## src/rtl/frame_sequencer_if.sv

```systemverilog
`default_nettype none
// ============================================================================
// Module  : frame_sequencer_if
// Brief   : Command/strobe inputs and frame status outputs of frame_sequencer.
// Revision: 1.0 - initial release
// ============================================================================
interface frame_sequencer_if #(
    parameter int FRAME_BITS = 9,
    parameter int LEN_W      = 16,
    parameter int BIT_W      = $clog2(FRAME_BITS)
);
    logic             i_en;
    logic             i_scl_neg_edge;
    logic             i_cmd_attr;
    logic [LEN_W-1:0] i_data_len;
    logic [2:0]       i_dtt;
    logic             i_direct;
    logic             i_term;

    logic             o_busy;
    logic [BIT_W-1:0] o_bit_idx;
    logic [LEN_W:0]   o_frames_left;
    logic             o_last_bit;
    logic             o_last_frame;
    logic             o_done;
    logic             o_early_term;
    logic             o_zero_len;

    modport master (
        output i_en, i_scl_neg_edge, i_cmd_attr, i_data_len, i_dtt, i_direct, i_term,
        input  o_busy, o_bit_idx, o_frames_left, o_last_bit, o_last_frame,
               o_done, o_early_term, o_zero_len
    );

    modport slave (
        input  i_en, i_scl_neg_edge, i_cmd_attr, i_data_len, i_dtt, i_direct, i_term,
        output o_busy, o_bit_idx, o_frames_left, o_last_bit, o_last_frame,
               o_done, o_early_term, o_zero_len
    );
endinterface
`default_nettype wire

```

## src/rtl/frame_sequencer.sv

```systemverilog
`default_nettype none
// ============================================================================
// Module  : frame_sequencer
// Brief   : Counts SCL bit periods into frames and frames into an I3C transfer.
// Revision: 1.0 - initial release
// ============================================================================
module frame_sequencer #(
    parameter int FRAME_BITS = 9,
    parameter int LEN_W      = 16,
    parameter int BIT_W      = $clog2(FRAME_BITS)
) (
    input  wire               i_sys_clk,
    input  wire               i_rst,
    frame_sequencer_if.slave  bus
);
    typedef enum logic [1:0] {
        S_IDLE  = 2'd0,
        S_COUNT = 2'd1,
        S_DONE  = 2'd2,
        S_HOLD  = 2'd3
    } state_t;

    localparam logic [BIT_W-1:0] c_LAST_BIT = BIT_W'(FRAME_BITS - 1);
    localparam logic [LEN_W:0]   c_FL_ONE   = (LEN_W+1)'(1);

    state_t           state_q;
    logic             busy_q;
    logic [BIT_W-1:0] bit_idx_q;
    logic [LEN_W:0]   frames_left_q;
    logic             done_q;
    logic             early_term_q;
    logic             zero_len_q;

    logic [2:0]       w_imm_frames;
    logic [LEN_W:0]   w_total;

    // DTT 5..7 carry one defining byte plus DTT-4 data frames.
    always_comb begin
        w_imm_frames = (bus.i_dtt <= 3'd4) ? bus.i_dtt : (bus.i_dtt - 3'd3);
        w_total      = '0;
        if (bus.i_cmd_attr) begin
            w_total = (LEN_W+1)'(w_imm_frames) + (LEN_W+1)'(bus.i_direct);
        end else begin
            w_total = (LEN_W+1)'(bus.i_data_len) + (LEN_W+1)'(bus.i_direct);
        end
    end

    always_ff @(posedge i_sys_clk) begin
        if (i_rst) begin
            state_q       <= S_IDLE;
            busy_q        <= 1'b0;
            bit_idx_q     <= '0;
            frames_left_q <= '0;
            done_q        <= 1'b0;
            early_term_q  <= 1'b0;
            zero_len_q    <= 1'b0;
        end else begin
            case (state_q)
                S_IDLE: begin
                    done_q <= 1'b0;
                    if (bus.i_en) begin
                        frames_left_q <= w_total;
                        bit_idx_q     <= '0;
                        early_term_q  <= 1'b0;
                        if (w_total == '0) begin
                            zero_len_q <= 1'b1;
                            state_q    <= S_DONE;
                        end else begin
                            zero_len_q <= 1'b0;
                            busy_q     <= 1'b1;
                            state_q    <= S_COUNT;
                        end
                    end
                end
                S_COUNT: begin
                    // Abort beats a coincident strobe: counters keep their values.
                    if (!bus.i_en) begin
                        busy_q  <= 1'b0;
                        state_q <= S_IDLE;
                    end else if (bus.i_scl_neg_edge) begin
                        if (bit_idx_q < c_LAST_BIT) begin
                            bit_idx_q <= bit_idx_q + BIT_W'(1);
                        end else begin
                            bit_idx_q     <= '0;
                            frames_left_q <= frames_left_q - c_FL_ONE;
                            if (frames_left_q == c_FL_ONE) begin
                                busy_q  <= 1'b0;
                                state_q <= S_DONE;
                            end else if (bus.i_term) begin
                                busy_q       <= 1'b0;
                                early_term_q <= 1'b1;
                                state_q      <= S_DONE;
                            end
                        end
                    end
                end
                S_DONE: begin
                    done_q  <= 1'b1;
                    state_q <= S_HOLD;
                end
                S_HOLD: begin
                    done_q <= 1'b0;
                    if (!bus.i_en) begin
                        state_q <= S_IDLE;
                    end
                end
                default: begin
                    state_q <= S_IDLE;
                end
            endcase
        end
    end

    assign bus.o_busy        = busy_q;
    assign bus.o_bit_idx     = bit_idx_q;
    assign bus.o_frames_left = frames_left_q;
    assign bus.o_done        = done_q;
    assign bus.o_early_term  = early_term_q;
    assign bus.o_zero_len    = zero_len_q;
    assign bus.o_last_bit    = (state_q == S_COUNT) && (bit_idx_q == c_LAST_BIT);
    assign bus.o_last_frame  = (state_q == S_COUNT) && (frames_left_q == c_FL_ONE);

endmodule
`default_nettype wire

```

## src/flat_wrapper.sv

```systemverilog
// flat-port wrapper written by rule: the top's interface ports become plain ports
module frame_sequencer_flat 
#(
    parameter int FRAME_BITS = 9,
    parameter int LEN_W      = 16,
    parameter int BIT_W      = $clog2(FRAME_BITS)
)
  (i_sys_clk, i_rst, bus_i_en, bus_i_scl_neg_edge, bus_i_cmd_attr, bus_i_data_len, bus_i_dtt, bus_i_direct, bus_i_term, bus_o_busy, bus_o_bit_idx, bus_o_frames_left, bus_o_last_bit, bus_o_last_frame, bus_o_done, bus_o_early_term, bus_o_zero_len);
  frame_sequencer_if #(.FRAME_BITS(FRAME_BITS), .LEN_W(LEN_W), .BIT_W(BIT_W)) bus_i ();
  input  wire i_sys_clk;
  input  wire i_rst;
  input wire logic [$bits(bus_i.i_en)-1:0] bus_i_en;
  input wire logic [$bits(bus_i.i_scl_neg_edge)-1:0] bus_i_scl_neg_edge;
  input wire logic [$bits(bus_i.i_cmd_attr)-1:0] bus_i_cmd_attr;
  input wire logic [$bits(bus_i.i_data_len)-1:0] bus_i_data_len;
  input wire logic [$bits(bus_i.i_dtt)-1:0] bus_i_dtt;
  input wire logic [$bits(bus_i.i_direct)-1:0] bus_i_direct;
  input wire logic [$bits(bus_i.i_term)-1:0] bus_i_term;
  output wire logic [$bits(bus_i.o_busy)-1:0] bus_o_busy;
  output wire logic [$bits(bus_i.o_bit_idx)-1:0] bus_o_bit_idx;
  output wire logic [$bits(bus_i.o_frames_left)-1:0] bus_o_frames_left;
  output wire logic [$bits(bus_i.o_last_bit)-1:0] bus_o_last_bit;
  output wire logic [$bits(bus_i.o_last_frame)-1:0] bus_o_last_frame;
  output wire logic [$bits(bus_i.o_done)-1:0] bus_o_done;
  output wire logic [$bits(bus_i.o_early_term)-1:0] bus_o_early_term;
  output wire logic [$bits(bus_i.o_zero_len)-1:0] bus_o_zero_len;
  assign bus_i.i_en = bus_i_en;
  assign bus_i.i_scl_neg_edge = bus_i_scl_neg_edge;
  assign bus_i.i_cmd_attr = bus_i_cmd_attr;
  assign bus_i.i_data_len = bus_i_data_len;
  assign bus_i.i_dtt = bus_i_dtt;
  assign bus_i.i_direct = bus_i_direct;
  assign bus_i.i_term = bus_i_term;
  assign bus_o_busy = bus_i.o_busy;
  assign bus_o_bit_idx = bus_i.o_bit_idx;
  assign bus_o_frames_left = bus_i.o_frames_left;
  assign bus_o_last_bit = bus_i.o_last_bit;
  assign bus_o_last_frame = bus_i.o_last_frame;
  assign bus_o_done = bus_i.o_done;
  assign bus_o_early_term = bus_i.o_early_term;
  assign bus_o_zero_len = bus_i.o_zero_len;
  frame_sequencer #(.FRAME_BITS(FRAME_BITS), .LEN_W(LEN_W), .BIT_W(BIT_W)) u_core (.i_sys_clk(i_sys_clk), .i_rst(i_rst), .bus(bus_i));
endmodule
```

## config.mk

```make
export PLATFORM = sky130hd
export DESIGN_NAME = frame_sequencer_flat
export DESIGN_NICKNAME = d
export VERILOG_FILES = /design/src/rtl/frame_sequencer_if.sv /design/src/rtl/frame_sequencer.sv /design/src/flat_wrapper.sv
export SDC_FILE = /design/constraint.sdc
export NUM_CORES = 1
export LEC_CHECK = 0
export ABC_AREA = 1
export CORE_MARGIN = 5
export CORE_UTILIZATION = 45
export CTS_BUF_LIST = sky130_fd_sc_hd__clkbuf_2 sky130_fd_sc_hd__clkbuf_4 sky130_fd_sc_hd__clkbuf_8
export DETAILED_ROUTE_END_ITERATION = 10
export PLACE_DENSITY_LB_ADDON = 0.05
export REMOVE_ABC_BUFFERS = 1
export SLEW_MARGIN = 20
export SYNTH_ARGS = -nofsm -noshare
export SYNTH_HDL_FRONTEND = slang
export SYNTH_SLANG_ARGS = --single-unit
```

## constraint.sdc

```tcl
create_clock -name i_sys_clk -period 5.7 [get_ports i_sys_clk]
set_input_delay 1.14 -clock i_sys_clk [delete_from_list [all_inputs] [get_ports i_sys_clk]]
set_output_delay 1.14 -clock i_sys_clk [all_outputs]
set_load 0.01 [all_outputs]
```

### After elaboration in Yosys (flattened, before gate mapping)

Index checks and enable logic that the tools add are counted.

| word-level totals | value |
|---|---|
| bits in registers | 27 |

| cells by class | value |
|---|---|
| add/subtract/negate cells | 5 |
| order comparisons | 2 |
| eq/ne operators | 16 |
| muxes and demuxes | 38 |
| reduce and logical (&&, ||, !) cells | 13 |

Operator list:

| operator | number |
|---|---|
| 2-to-1 mux 17 bit | 5 |
| case mux 17 bit (2 select lines) | 1 |
| adder 16 x 1 -> 17 bit | 1 |
| == test 17 x 1 -> 1 bit (second input constant) | 1 |
| logical NOT 17 bit | 1 |
| subtractor 17 x 1 -> 17 bit (second input constant) | 1 |
| 2-to-1 mux 2 bit | 8 |
| 2-to-1 mux 4 bit | 4 |
| != test 2 bit (second input constant) | 8 |
| 2-to-1 mux 1 bit | 14 |
| AND reduction 5 bit | 2 |
| case mux 2 bit (4 select lines) | 1 |
| case mux 4 bit (2 select lines) | 1 |
| AND reduction 7 bit | 1 |
| != test 3 bit (second input constant) | 2 |
| case mux 1 bit (2 select lines) | 3 |
| AND reduction 6 bit | 1 |
| adder 3 x 1 -> 4 bit | 1 |
| adder 4 x 1 -> 4 bit (second input constant) | 1 |
| == test 2 bit (second input constant) | 2 |
| == test 4 bit (second input constant) | 1 |
| less-than comparator 4 bit (second input constant) | 1 |
| != test 4 x 3 -> 1 bit (second input constant) | 1 |
| AND reduction 4 bit | 1 |
| 9 further kinds | 11 |

### Depth between registers and ports, before layout

Gate-level depths: netlist of the first run.

| logic depth | value |
|---|---|
| depth after elaboration | 8 |
| mapped depth | 20 |
| gate-level depth less buffers | 20 |

### Least setup slack after synthesis of the first run

OpenSTA, ideal clock, no wires.

| timing path | value |
|---|---|
| path type | input port to flip-flop |
| start point | in bus_i_dtt[0] |
| end point | reg u_core.busy_q, in the netlist u_core.bus.o_busy |
| library setup time | 0.115 ns |
| arrival time | 2.999 ns |
| required time | 5.585 ns |
| slack | 2.586 ns |
| cell stages on the path | 19 |
| cell sequence | inv_1 -> ha_1 -> inv_1 -> nand2_1 -> xor2_1 -> ha_1 -> ha_1 -> inv_1 -> nand2_1 -> o21ai_0 -> nand2_1 -> a21oi_1 -> nand3_1 -> nor2_1 -> nand2_1 -> nor2_4 -> nand3_2 -> a21oi_1 -> nor2_1 |

| between the ends | value |
|---|---|
| cells in the longest elaborated chain, start to end | 7 |

Ends and longest elaborated chain:

| element | RTL line | RTL |
|---|---|---|
| start: declaration | flat_wrapper.sv:16 | `input wire logic [$bits(bus_i.i_dtt)-1:0] bus_i_dtt;` |
| subtractor 3 x 2 -> 3 bit / <= comparator 3 bit (equally long branches) | frame_sequencer.sv:39 | `w_imm_frames = (bus.i_dtt <= 3'd4) ? bus.i_dtt : (bus.i_dtt - 3'd3);` |
| 2-to-1 mux 3 bit * | frame_sequencer.sv:39 |  |
| adder 3 x 1 -> 4 bit * | frame_sequencer.sv:42 | `w_total = (LEN_W+1)'(w_imm_frames) + (LEN_W+1)'(bus.i_direct);` |
| 2-to-1 mux 17 bit * | frame_sequencer.sv:41 | `if (bus.i_cmd_attr) begin` |
| logical NOT 17 bit * | frame_sequencer.sv:65 | `if (w_total == '0) begin` |
| != test 2 bit (no line) * | -- |  |
| AND reduction 6 bit (no line) * | -- |  |
| end signal: assignment | frame_sequencer.sv:51 | `busy_q <= 1'b0;` |
| end signal: assignment | frame_sequencer.sv:70 | `busy_q <= 1'b1;` |
| end signal: assignment | frame_sequencer.sv:78 | `busy_q <= 1'b0;` |
| end: declaration | frame_sequencer.sv:27 | `logic busy_q;` |

Mark *: on every way between the ends. The rest lies on a longest branch, timed or not.
A chain may end at the register's enable or synchronous reset.

### Worst setup path in the final report of the first run

Same ends and word-level chain as after synthesis.

==> impl_metrics.csv, run 1 <==
group,metric,value,unit
yosys,synth_mux_area_share,0,%
clock_tree,postCtsSetupRepairBufs,0,
placed_design,dpl_worst_slack,1810,ps
placed_design,dpl_cell_area,3020,µm²
clock_tree,cts_repair_resize_count,0,
die,die-area,7000,µm²
die,rows,26,
yosys,yosys_register_bits,27,
worst_setup_path,cp.arrival,3770,ps
yosys,synth_compound_area_share,16.2,%
yosys,ys.flop_type,"dfxtp_1",
worst_setup_path,required,5870,ps
clock_tree,ctsHoldBuffers,0,
worst_setup_path,r2r-end,"u_core.bus.o_frames_left[13]",
die,die_y,83.7,µm
sta,finalHoldViolations,0,
sta,final.setup_skew,3.15,ps
sta,max_freq,278,MHz
yosys,ys_seq_area_share,22.1,%
job,drv_cap,0,
clock_tree,root_buffer,"clkbuf_8",
worst_setup_path,crit_type,"in -> reg",
power_and_ir_drop,pwr-share-comb,65.9,%
grt,grt_use_total,17.9,%
clock_tree,path_clk_slew,90,ps
placed_design,dp_hpwl,5040,µm
power_and_ir_drop,vdd_drop_max,0.232,mV
sta,rsz0062_at_grt,"no",
sta,tns,0,ps
power_and_ir_drop,switching_share,50.4,%
cells_and_area,antenna_cells,0,
power_and_ir_drop,pwr-share-clk,9.3,%
power_and_ir_drop,switching_power,627,µW
yosys,synth_edf_count,0,
clock_tree,cts.sinks,27,
yosys,synth-simple-area-share,40.4,%
hold_path,holdPathEnd,"u_core.bus.o_done",
yosys,syn_inst,397,
cells_and_area,drive_gt1_share,8.97,%
placed_design,io_buffer_count,52,
grt,grt_pass1_vias,2350,
die,ios,53,
die,core_area,5200,µm²
yosys,yosys_warnings,0,
die,initial_utilization,46.9,%
route,drt-wirelength-per-cell,12.3,µm
clock_tree,worstSkewPairLatency,270,ps
route,ant_nets,0,
sta,drv_slew,0,
worst_setup_path,crit_path_start_kind,"primary input",
cells_and_area,fin_cells,516,
route,num_vias,2606,
yosys,synth-xor-area-share,1.79,%
yosys,synth_area,2440,µm²
worst_setup_path,reg2reg_from,"u_core.state_q[1]",
power_and_ir_drop,intPower,617,µW
grt,antenna_found_initial,0,
power_and_ir_drop,leakagePower,0.00137,µW
clock_tree,h-tree-depth,1,
sta,worst_pin_slew,504,ps
yosys,synth-adder-area-share,7.68,%
route,drc,0,
cells_and_area,area_growth,25.7,%
worst_setup_path,crit_path_max_fanout,3,
placed_design,gp_congestion,0.851,
hold_path,hold_path_class,"reg -> reg",
clock_tree,cts_buffer_depth,2,
cells_and_area,final_area,3070,µm²
sta,min_period_over_period,63.1,%
grt,grt_first_pass_wirelength,10600,µm
worst_setup_path,cp-end-kind,"flop",
hold_path,whs_path_depth,2,
cells_and_area,final_cell_mix,"89 x nand2_1, 59 x inv_1, 52 x clkdlybuf4s50_1, 39 x nor2_1, 34 x nand3_1",
cells_and_area,fillers,516,
worst_setup_path,reg2reg_depth,12,
yosys,postSynthAreaPerCell,6.16,µm²
die,die_w,83.7,µm
route,dr.pass1.iters,4,
route,wl,6320,µm
power_and_ir_drop,power_density,405,nW/µm²
route,via_per_inst,5.05,
cells_and_area,final_common_cell,"nand2_1",
hold_path,hp-start,"u_core.bus.o_done",
placed_design,dp.cells,512,
yosys,synth_top_family_by_area,"simple AND/OR/NAND/NOR gates",
clock_tree,tritoncts,"done",
sta,fin_ws,2110,ps
sta,fin_crit,3590,ps
sta,setup_viol,0,
power_and_ir_drop,power_frac_seq,24.8,%
yosys,async_flop_share,0,%
yosys,ys_types,35,
grt,grt_max_degree,25,
clock_tree,cts_buffers,3,
status,outcome,"finished clean",
grt,grt-ovfl-total,0,
sta,slew_headroom,66.3,%
worst_setup_path,r2r_slack,3170,ps
cells_and_area,fin_nets,488,
route,first_iter_violations,164,
==> state kept, by name, summed over array words and instances, names as in the netlist <==
name and cells:
u_core.bus.o_zero_len 1, u_core.bus.o_early_term 1, u_core.bus.o_busy 1, u_core.bus.o_bit_idx 4
u_core.bus.o_frames_left 17, u_core.state_q 2, u_core.bus.o_done 1
==> worst max path at each step <==
stage                  from           endpoint  slack, ps  cells past startpoint
2_1_floorplan  bus_i_dtt[0]  u_core.bus.o_busy       2590                     19
3_3_place_gp   bus_i_dtt[0]  u_core.bus.o_busy       1900                     20
3_5_place_dp   bus_i_dtt[0]  u_core.bus.o_busy       1810                     20
4_1_cts        bus_i_dtt[0]  u_core.bus.o_busy       2100                     20
5_1_grt        bus_i_dtt[1]  u_core.bus.o_busy       1790                     20
6_report       bus_i_dtt[0]  u_core.bus.o_busy       2110                     20
==> stage by stage <==
step / total power (µW) / utilization (%) / hold WS [ps]
floorplan: 846 / - / 467
global placement: 1120 / 58.1 / 441
finish: 1240 / 59.0 / 459
detailed placement: 1120 / 58.1 / 442
CTS: 1240 / 59.0 / 462
global route: 1370 / 59.0 / 477
==> synthesized netlist by cell type (7+ instances only) <==
cell	count	share of area, %
a21oi_1	19	3.9
ha_1	15	7.7
nand4_1	8	2.0
nand3_1	34	7.0
nor2_1	39	6.0
dfxtp_1	27	22
nand3_2	8	3.3
nand2_1	89	14
inv_1	59	9.1
inv_2	7	1.1
o22ai_1	9	2.3
o21ai_0	24	4.9
nor2_2	8	2.0
==> per-layer routing <==
layer / share of wire, % / track usage [%] / up-vias / wire (µm)
li1: - / - / 1396 / -
met1: 50 / 25.0 / 1150 / 3140
met2: 44 / 29.4 / 56 / 2810
met3: 5.3 / 3.65 / 4 / 335
met4: 0.54 / 1.46 / 0 / 34
met5: 0 / 0 / - / 0
==> critical path, stage by stage <==
cell,delay [ps]
clkdlybuf4s50_1,480
inv_1,70
ha_1,200
inv_1,80
nand2_1,80
xor2_1,150
ha_1,200
ha_1,270
inv_1,50
nand2_1,40
o21ai_0,100
nand2_1,90
a21oi_1,130
nand3_1,80
nor2_1,90
nand2_1,90
nor2_4,110
nand3_2,100
a21oi_1,160
nor2_1,60
==> kinds of logic after synthesis <==
logic type	count (synthesis)
simple gates	207
buf+inv	75
compound gates	68
flops	27
fa+ha+maj	15
xor+xnor	5
==> layout make-up <==
type / count / area, µm² / share of cell area (%)
clock buffers: 4 / 48.8 / 1.59
inverters: 67 / 253 / 8.23
repair buffers: 53 / 528 / 17.2
flip-flops and latches: 27 / 541 / 17.6
multi-input cells: 295 / 1610 / 52.5
well taps: 70 / 87.6 / 2.85
==> power by group through the flow <==
stage | combinational, µW | clock [µW] | sequential, µW
finish | 820 | 116 | 309
floorplan | 519 | 0 | 327
global route | 927 | 128 | 320
global placement | 806 | 0 | 313
detailed placement | 810 | 0 | 313
CTS | 816 | 119 | 309
Power figures use the tool's default switching activity.
==> run 2: changes to the inputs <==
==> constraint.sdc (replaced) <==
create_clock -name i_sys_clk -period 3.4 [get_ports i_sys_clk]
set_input_delay 0.68 -clock i_sys_clk [delete_from_list [all_inputs] [get_ports i_sys_clk]]
set_output_delay 0.68 -clock i_sys_clk [all_outputs]
set_load 0.01 [all_outputs]
==> impl_metrics.csv, run 2 (same netlist as run 1, synthesis figures left out) <==
group,metric,value,unit
status,outcome,"finished clean",
sta,final.setup_skew,6.41,ps
hold_path,hp-start,"u_core.bus.o_done",
clock_tree,cts.sinks,27,
die,core_area,5200,µm²
die,ios,53,
worst_setup_path,crit_type,"in -> reg",
clock_tree,cts_buffer_depth,2,
clock_tree,cts_repair_resize_count,0,
sta,min_period_over_period,90.2,%
clock_tree,tritoncts,"done",
placed_design,dpl_worst_slack,14.4,ps
cells_and_area,fin_nets,489,
sta,setup_viol,0,
clock_tree,ctsHoldBuffers,0,
placed_design,gp_congestion,0.855,
worst_setup_path,critPathSlowestCell,"clkdlybuf4s50_1",
sta,fin_ws,332,ps
sta,whs,457,ps
worst_setup_path,cp.arrival,3250,ps
worst_setup_path,reg2reg_from,"u_core.state_q[1]",
worst_setup_path,crit_path_cell_trace,"clkdlybuf4s50_1 -> inv_1 -> ha_1 -> inv_1 -> nand2_1 -> xor2_1 -> ha_1 -> ha_1 -> inv_1 -> nand2_1 -> o21ai_0 -> nand2_1 -> a21oi_1 -> nand3_1 -> nor2_1 -> nand2_1 -> nor2_4 -> nand3_2 -> a21oi_1 -> nor2_1",
cells_and_area,fin_util,59.2,%
clock_tree,path_clk_slew,100,ps
placed_design,io_buffer_count,52,
cells_and_area,drive_gt1_share,9.17,%
clock_tree,cts_buffers,3,
hold_path,hold_path_class,"reg -> reg",
sta,finalHoldViolations,0,
sta,tns,0,ps
route,wl,6330,µm
cells_and_area,final_cell_mix,"89 x nand2_1, 59 x inv_1, 52 x clkdlybuf4s50_1, 39 x nor2_1, 34 x nand3_1",
die,die_w,83.7,µm
grt,antenna_found_initial,0,
sta,slew_headroom,65.0,%
worst_setup_path,cpPeakStageDelay,480,ps
worst_setup_path,startpoint,"bus_i_dtt[0]",
clock_tree,worstSkewPairLatency,280,ps
die,die-area,7000,µm²
worst_setup_path,required,3580,ps
clock_tree,postCtsSetupRepairBufs,0,
power_and_ir_drop,power_density,681,nW/µm²
sta,rsz0062_at_grt,"no",
cells_and_area,final_common_cell,"nand2_1",
worst_setup_path,crit_path_max_fanout,3,
route,dr.pass1.iters,4,
route,ant_nets,0,
grt,grt_max_degree,24,
sta,drv_slew,0,
cells_and_area,largest_reg_flops,17,
clock_tree,h-tree-depth,1,
placed_design,dp.cells,513,
worst_setup_path,crit_family,"simple AND/OR/NAND/NOR gates",
power_and_ir_drop,leakagePower,0.00137,µW
job,drv_cap,0,
worst_setup_path,crit_top_cell,"nand2_1",
grt,grt-ovfl-total,0,
worst_setup_path,cp-end-kind,"flop",
route,num_vias,2653,
grt,grt_use_total,17.6,%
die,die_y,83.7,µm
cells_and_area,fin_cells,517,
power_and_ir_drop,switching_power,1060,µW
power_and_ir_drop,pwr-share-clk,9.0,%
power_and_ir_drop,switching_share,50.6,%
route,via_per_inst,5.13,
sta,max_freq,326,MHz
power_and_ir_drop,intPower,1040,µW
sta,worst_pin_slew,523,ps
sta,fin_crit,3070,ps
route,drc,0,
worst_setup_path,crit_path_start_kind,"primary input",
power_and_ir_drop,pwr-share-comb,66.2,%
grt,grt_pass1_vias,2294,
grt,grt_first_pass_wirelength,10500,µm
power_and_ir_drop,power_frac_seq,24.8,%
cells_and_area,area_growth,26.0,%
route,first_iter_violations,125,
die,rows,26,
route,drt-wirelength-per-cell,12.2,µm
die,initial_utilization,46.9,%
worst_setup_path,critical_path_buf_inv_count,4,
clock_tree,root_buffer,"clkbuf_8",
power_and_ir_drop,vdd_drop_max,0.634,mV
placed_design,dp_hpwl,5000,µm
cells_and_area,antenna_cells,0,
-- run 2: stage by stage --
stage | instance area [µm²] | power, µW
after floorplan | 2410 | 1420
after global placement | 3030 | 1890
after detailed placement | 3030 | 1890
after CTS | 3080 | 2100
after global routing | 3080 | 2290
final | 3080 | 2100
-- run 2: worst paths after layout --
| path | endpoint | slack (ps) | cells after the start |
|---|---|---|---|
| worst max-delay path | u_core.bus.o_busy | 330 | 20 |
| worst max register to register | u_core.bus.o_frames_left[15] | 1120 | 12 |
| worst min register to register | u_core.bus.o_done | 460 | 2 |
| worst min-delay path | u_core.bus.o_done | 460 | 2 |
-- run 2: power by group through the flow --
stage	Sequential [µW]	Clock, µW	Combinational, µW
floorplan	548	0	870
global placement	525	0	1370
detailed placement	524	0	1370
CTS	519	198	1380
global route	538	209	1550
finish	519	189	1390
-- run 2: layout make-up --
cell class	count	area, µm²
fill	537	2130
multi-input combinational	295	1610
sequential	27	541
timing repair buffer	54	536
inverter	67	253
tap	70	87.6
clock buffer	3	41.3
clock inverter	1	7.51
-- run 2: metal layers --
| metal | vias to the layer above | track usage [%] | share of wire [%] |
|---|---|---|---|
| met4 | 0 | 2.34 | 0.27 |
| li1 | 1405 | - | - |
| met2 | 73 | 27.8 | 43 |
| met5 | - | 0 | 0 |
| met1 | 1173 | 25.3 | 51 |
| met3 | 2 | 3.36 | 5.9 |
-- run 2: tightest hold or removal path, delay by kind of cell (launching register included) --
kind / cells / cell delay, ps
DFF: 1 / 320
AOI/OAI and AO/OA: 1 / 50
buffers and inverters: 1 / 50
==> run 3: changes to the inputs <==
--- a/config.mk
+++ b/config.mk
@@ -6,6 +6,7 @@
 export NUM_CORES = 1
 export LEC_CHECK = 0
 export ABC_AREA = 1
+export CAP_MARGIN = 20
 export CORE_MARGIN = 5
 export CORE_UTILIZATION = 45
 export CTS_BUF_LIST = sky130_fd_sc_hd__clkbuf_2 sky130_fd_sc_hd__clkbuf_4 sky130_fd_sc_hd__clkbuf_8
==> results of run 3 <==
No change in the layout: final DEF, timing and power equal those of run 2.
==> variant 1, RTL diff (config.mk and constraints of run 3) <==
`FRAME_BITS` is set to 9 in 3 places; all go to 10.
--- a/src/rtl/frame_sequencer_if.sv
+++ b/src/rtl/frame_sequencer_if.sv
@@ -6,5 +6,5 @@
 // ============================================================================
 interface frame_sequencer_if #(
-    parameter int FRAME_BITS = 9,
+    parameter int FRAME_BITS = 10,
     parameter int LEN_W      = 16,
     parameter int BIT_W      = $clog2(FRAME_BITS)
--- a/src/rtl/frame_sequencer.sv
+++ b/src/rtl/frame_sequencer.sv
@@ -6,5 +6,5 @@
 // ============================================================================
 module frame_sequencer #(
-    parameter int FRAME_BITS = 9,
+    parameter int FRAME_BITS = 10,
     parameter int LEN_W      = 16,
     parameter int BIT_W      = $clog2(FRAME_BITS)
--- a/src/flat_wrapper.sv
+++ b/src/flat_wrapper.sv
@@ -2,5 +2,5 @@
 module frame_sequencer_flat 
 #(
-    parameter int FRAME_BITS = 9,
+    parameter int FRAME_BITS = 10,
     parameter int LEN_W      = 16,
     parameter int BIT_W      = $clog2(FRAME_BITS)
Check against the original RTL: not equivalent (Yosys sat finds a counterexample within 10 cycles, from zero or initial values and one cycle with i_rst high).
==> variant 1 against run 3 <==
  * Routed wire length fell by 3.2%
  * Critical endpoint unchanged
  * Final area fell by 1.5%
  * Area after synthesis down 1.8%
  * Power increased by 3.7%
  * Core utilization decreased by 0.13 points
  * Sequential cell count unchanged
  * Worst setup slack lost 0.014 ns
  * Die area is 1.6% lower
  * Highest routed layer unchanged
  * Sequential power about the same
==> variant 1: results (changes against run 3) <==
met1 Resource Use GR=24.6% (-0.66 points); GR Util met2=29.6% (+1.8 points); Max IR drop VDD=0.000423 V (-33%); post-synthesis adder-cell area fraction=8.35% (+0.67 points); DRT iter0 DRCs=165 (+32%); Lkg Pwr=0.00132 uW (-3.9%); synth cell count leaders=nand2_1 (87), inv_1 (53), nor2_1 (46); WL per Instance=12.1 microns (-1.4%); GR Layer Usage met3=2.57% (-0.78 points); router iterations before antenna repair=5 (+1); WL met1=2960 microns (-7.7%); r2r endpoint=u_core.bus.o_frames_left[13]$_SDFFE_PP0P_; sequential power=521 uW (about the same); clock network area share=1.61% (+0.024 points); internal power=1090 uW (+5.7%); largest net degree at the start of global routing=23 (-4.2%); CTS Root Buffer Type=clkbuf_8; Seq Cell Count=27 (unchanged); Pwr Density=717 nW/um^2 (+5.2%); GRT Total Usage=17.7% (+0.17 points); fin nets=481 (-1.6%); total wire length=6130 microns (-3.2%); HPWL after detailed placement=5010 microns (+0.18%); Min Hold Slack=0.455 ns (-0.00176 ns); Non-CTS buffers=55 (+1.9%); RD Place Congestion=0.883 (+3.4%); peak fanout along the critical path=3 (unchanged); multi-input combinational area share=52.6% (+0.20 points); Seq/total area=17.8% (+0.26 points); status=completed; Worst R2R Start=u_core.state_q[1]$_SDFFE_PP0P_; Relative slew margins=69.2% (+4.2 points); post-synth cell types=32 (-8.6%); Area contributors post-synth=dfxtp_1 (23%), nand2_1 (14%), ha_1 (8.3%); Post-Synth XOR/XNOR Area=3.29% (+1.5 points); Setup Slack @ Placement=0.0000351 ns (-0.0144 ns); combinational cell power=1460 uW (+5%); post-synthesis average cell area=6.20 sq um (+0.69%); Fillers=556 (+3.5%); layout cells sized above 1=7.31% (-1.9 points); non-clk buf share=17.9% (+0.51 points); vias per cell=5.08 (-0.95%); Routed met2 length=2770 microns (+1.3%); first-pass GRT wire length=10600 microns (+0.73%); Seq/Total Area, Yosys=22.5% (+0.42 points); met3 WL=379 microns (+0.80%); Placed Cells=504 (-1.8%); worst reg-to-reg path cell count=13 (+1); Placed Area=2990 sq um (-1.5%); reg2reg setup slack=1.26 ns (+0.14 ns); Logic inverters=58 (-13%); vias in the first global route=2311 (+0.74%); multi-input gates=294 (-0.34%)
## variant 1: cell families (layout without fill, tap and decap cells)
group | after synthesis | after routing
buffers and inverters | 66 | 117
AND/OR/NAND/NOR | 197 | 197
AO/OA/AOI/OAI | 72 | 72
adder cells (fa/ha/maj) | 16 | 16
XOR/XNOR | 9 | 9
flip-flops | 27 | 27
## variant 1: how the worst max path moves through the flow
stage                                      to          from  slack (ns)  depth (start not counted)
2_1_floorplan  u_core.bus.o_busy$_SDFFE_PP0P_  bus_i_dtt[0]        0.77                         19
3_3_place_gp   u_core.bus.o_busy$_SDFFE_PP0P_  bus_i_dtt[0]        0.09                         20
3_5_place_dp   u_core.bus.o_busy$_SDFFE_PP0P_  bus_i_dtt[0]     0.00004                         20
4_1_cts        u_core.bus.o_busy$_SDFFE_PP0P_  bus_i_dtt[0]        0.32                         20
5_1_grt        u_core.bus.o_busy$_SDFFE_PP0P_  bus_i_dtt[0]       0.008                         20
6_report       u_core.bus.o_busy$_SDFFE_PP0P_  bus_i_dtt[0]        0.32                         20
==> variant 2, RTL diff (config.mk and constraints of run 3) <==
Made on the original files. The 4 states of `state_t` get a one-hot encoding in 4 bits.
--- a/src/rtl/frame_sequencer.sv
+++ b/src/rtl/frame_sequencer.sv
@@ -14,9 +14,9 @@
     frame_sequencer_if.slave  bus
 );
-    typedef enum logic [1:0] {
-        S_IDLE  = 2'd0,
-        S_COUNT = 2'd1,
-        S_DONE  = 2'd2,
-        S_HOLD  = 2'd3
+    typedef enum logic [3:0] {
+        S_IDLE  = 4'b0001,
+        S_COUNT = 4'b0010,
+        S_DONE  = 4'b0100,
+        S_HOLD  = 4'b1000
     } state_t;
 
Behaviour: no difference found for any inputs over 10 cycles, from zero or initial values and one cycle with i_rst high; not proved beyond that.
==> variant 2 against run 3 <==
  * Sequential share of layout area up 1.6 points
  * Via count down 1.9%
  * Worst hold slack better by 0.033 ns
  * Worst setup slack better by 0.099 ns
  * Final area down 1.6%
  * Routed wire length up 2.0%
  * Clock skew down 0.0021 ns
  * First-iteration DRC count up 65%
  * Area after synthesis down 2.7%
  * Maximum frequency up 3.3%
  * Count of clock-buffer cells in the layout up 4
  * Sequential cell count up 2
  * Cell count down 2.1%
  * Largest cell class unchanged
Power is not compared: it rests on default switching activity, and its combinational part moved more than twofold at a synthesized area within 25%.
==> variant 2: results (changes against run 3) <==
HPWL after detailed placement=5070 microns (+1.5%); top_reg_cell synth=dfxtp_1; vias per cell=5.14 (+0.25%); first-pass GRT wire length=10500 microns (-0.20%); router iterations before antenna repair=5 (+1); Max IR drop VDD=0.000254 V; slowest stage delay, CP=0.48 ns (about the same); CTS Root Buffer Type=clkbuf_8; DRT iter0 DRCs=206 (+65%); r2r endpoint=u_core.bus.o_bit_idx[1]$_SDFFE_PP0P_; post-synth cell types=39 (+11%); GRT Total Usage=19.6% (+2.0 points); Lkg Pwr=0.00132 uW; setup_tns=0 ns (unchanged); total gr overflow=0 (unchanged); skew final=0.00434 ns (-0.00207 ns); Worst Path Arrival=3.14 ns (-0.11 ns); Crit-path slowest cell=clkdlybuf4s50_1; worst reg-to-reg path cell count=9 (-3); largest net degree at the start of global routing=26 (+8.3%); CTS H-Tree Depth=2 (+1); post-CTS setup buffers=0 (unchanged); vias in the first global route=2349 (+2.4%); Area contributors post-synth=dfxtp_1 (24%), nand2_1 (15%), nand3_1 (8.2%); synth cell count leaders=nand2_1 (94), inv_1 (51), nor2_1 (47); Yosys Warn Count=0 (unchanged); port bufs=52 (unchanged); Critical Path End=u_core.bus.o_busy$_SDFFE_PP0P_; worst-margin pin slew=0.544 ns (+0.0214 ns); clock buffer depth=2 (unchanged); peak fanout along the critical path=3 (unchanged); layout cells sized above 1=7.34% (-1.8 points); post_cts resized=0 (unchanged); fin nets=472 (-3.5%); Min Hold Slack=0.490 ns (+0.0333 ns); RD Place Congestion=0.865 (+1.2%); Fillers=532 (-0.93%); Placed Area=2940 sq um (-3.0%); CTS buffer count=5 (+2); reg2reg setup slack=1.24 ns (+0.12 ns); status=completed; WL per Instance=12.8 microns (+4.2%); Seq/Total Area, Yosys=24.4% (+2.3 points); CTS clock-pin slew for the worst setup and hold paths=0.06 ns (-0.04 ns)
[variant 2: critical path, delay by kind of cell]
family	cells	cell delay, ns
xor gates and xnor gates	1	0.15
adders and majority gates	3	0.66
and+or+nand+nor	10	0.87
buffers and inverters	3	0.64
AOI/OAI and AO/OA	1	0.15
[variant 2: power breakdown]
group	leakage, uW	internal, uW	switching [uW]	total (uW)
registers	0.000236	368	27.9	396
clock network	0.0000477	168	129	297
logic	0.00104	174	247	422
total	0.00132	710	404	1110
[variant 2: worst min path at each step]
stage | from | end | depth (start not counted)
finish | u_core.bus.o_done$_SDFFE_PP0P_ | u_core.bus.o_done$_SDFFE_PP0P_ | 2
global placement | u_core.bus.o_done$_SDFFE_PP0P_ | u_core.bus.o_done$_SDFFE_PP0P_ | 2
floorplan | u_core.state_q[1]$_SDFFE_PP0P_ | u_core.state_q[1]$_SDFFE_PP0P_ | 2
detailed placement | u_core.bus.o_done$_SDFFE_PP0P_ | u_core.bus.o_done$_SDFFE_PP0P_ | 2
global route | u_core.bus.o_done$_SDFFE_PP0P_ | u_core.bus.o_done$_SDFFE_PP0P_ | 2
CTS | u_core.bus.o_done$_SDFFE_PP0P_ | u_core.bus.o_done$_SDFFE_PP0P_ | 2
[variant 2: metal layers]
layer / track usage, % / vias to the layer above / part of all wire, % / wire length [microns]
met3: 3.58 / 10 / 6.7 / 430
met4: 6.21 / 0 / 1.1 / 73
met5: 0 / - / 0 / 0
li1: - / 1357 / - / -
met1: 28.0 / 1158 / 48 / 3090
met2: 29.7 / 78 / 44 / 2870
[variant 2: final cells by class]
class                   count  area [sq um]  area share (%)
multi-input cells         292          1530            50.6
clock buffers               7          90.1            2.97
repair buffers             54           536            17.7
flip-flops and latches     29           581            19.2
well taps                  70          87.6            2.89
inverters                  54           203            6.69
[variant 2: kinds of logic after synthesis]
| logic type | count (synthesis) | synth area share, % |
|---|---|---|
| AOI/OAI and AO/OA | 57 | 14.5 |
| DFF | 29 | 24.4 |
| adders and majority gates | 10 | 5.26 |
| and+or+nand+nor | 216 | 41.5 |
| buffers and inverters | 62 | 11.1 |
| xor gates and xnor gates | 9 | 3.32 |
[variant 2: through the flow]
stage               setup WS, ns  util, %  total power, uW  cells
floorplan                  0.853        -              664    375
global placement           0.229     57.6              817    499
detailed placement         0.127     57.6              822    499
CTS                        0.413     59.3             1120    506
global route               0.259     59.3             1190    506
finish                     0.431     59.3             1110    506
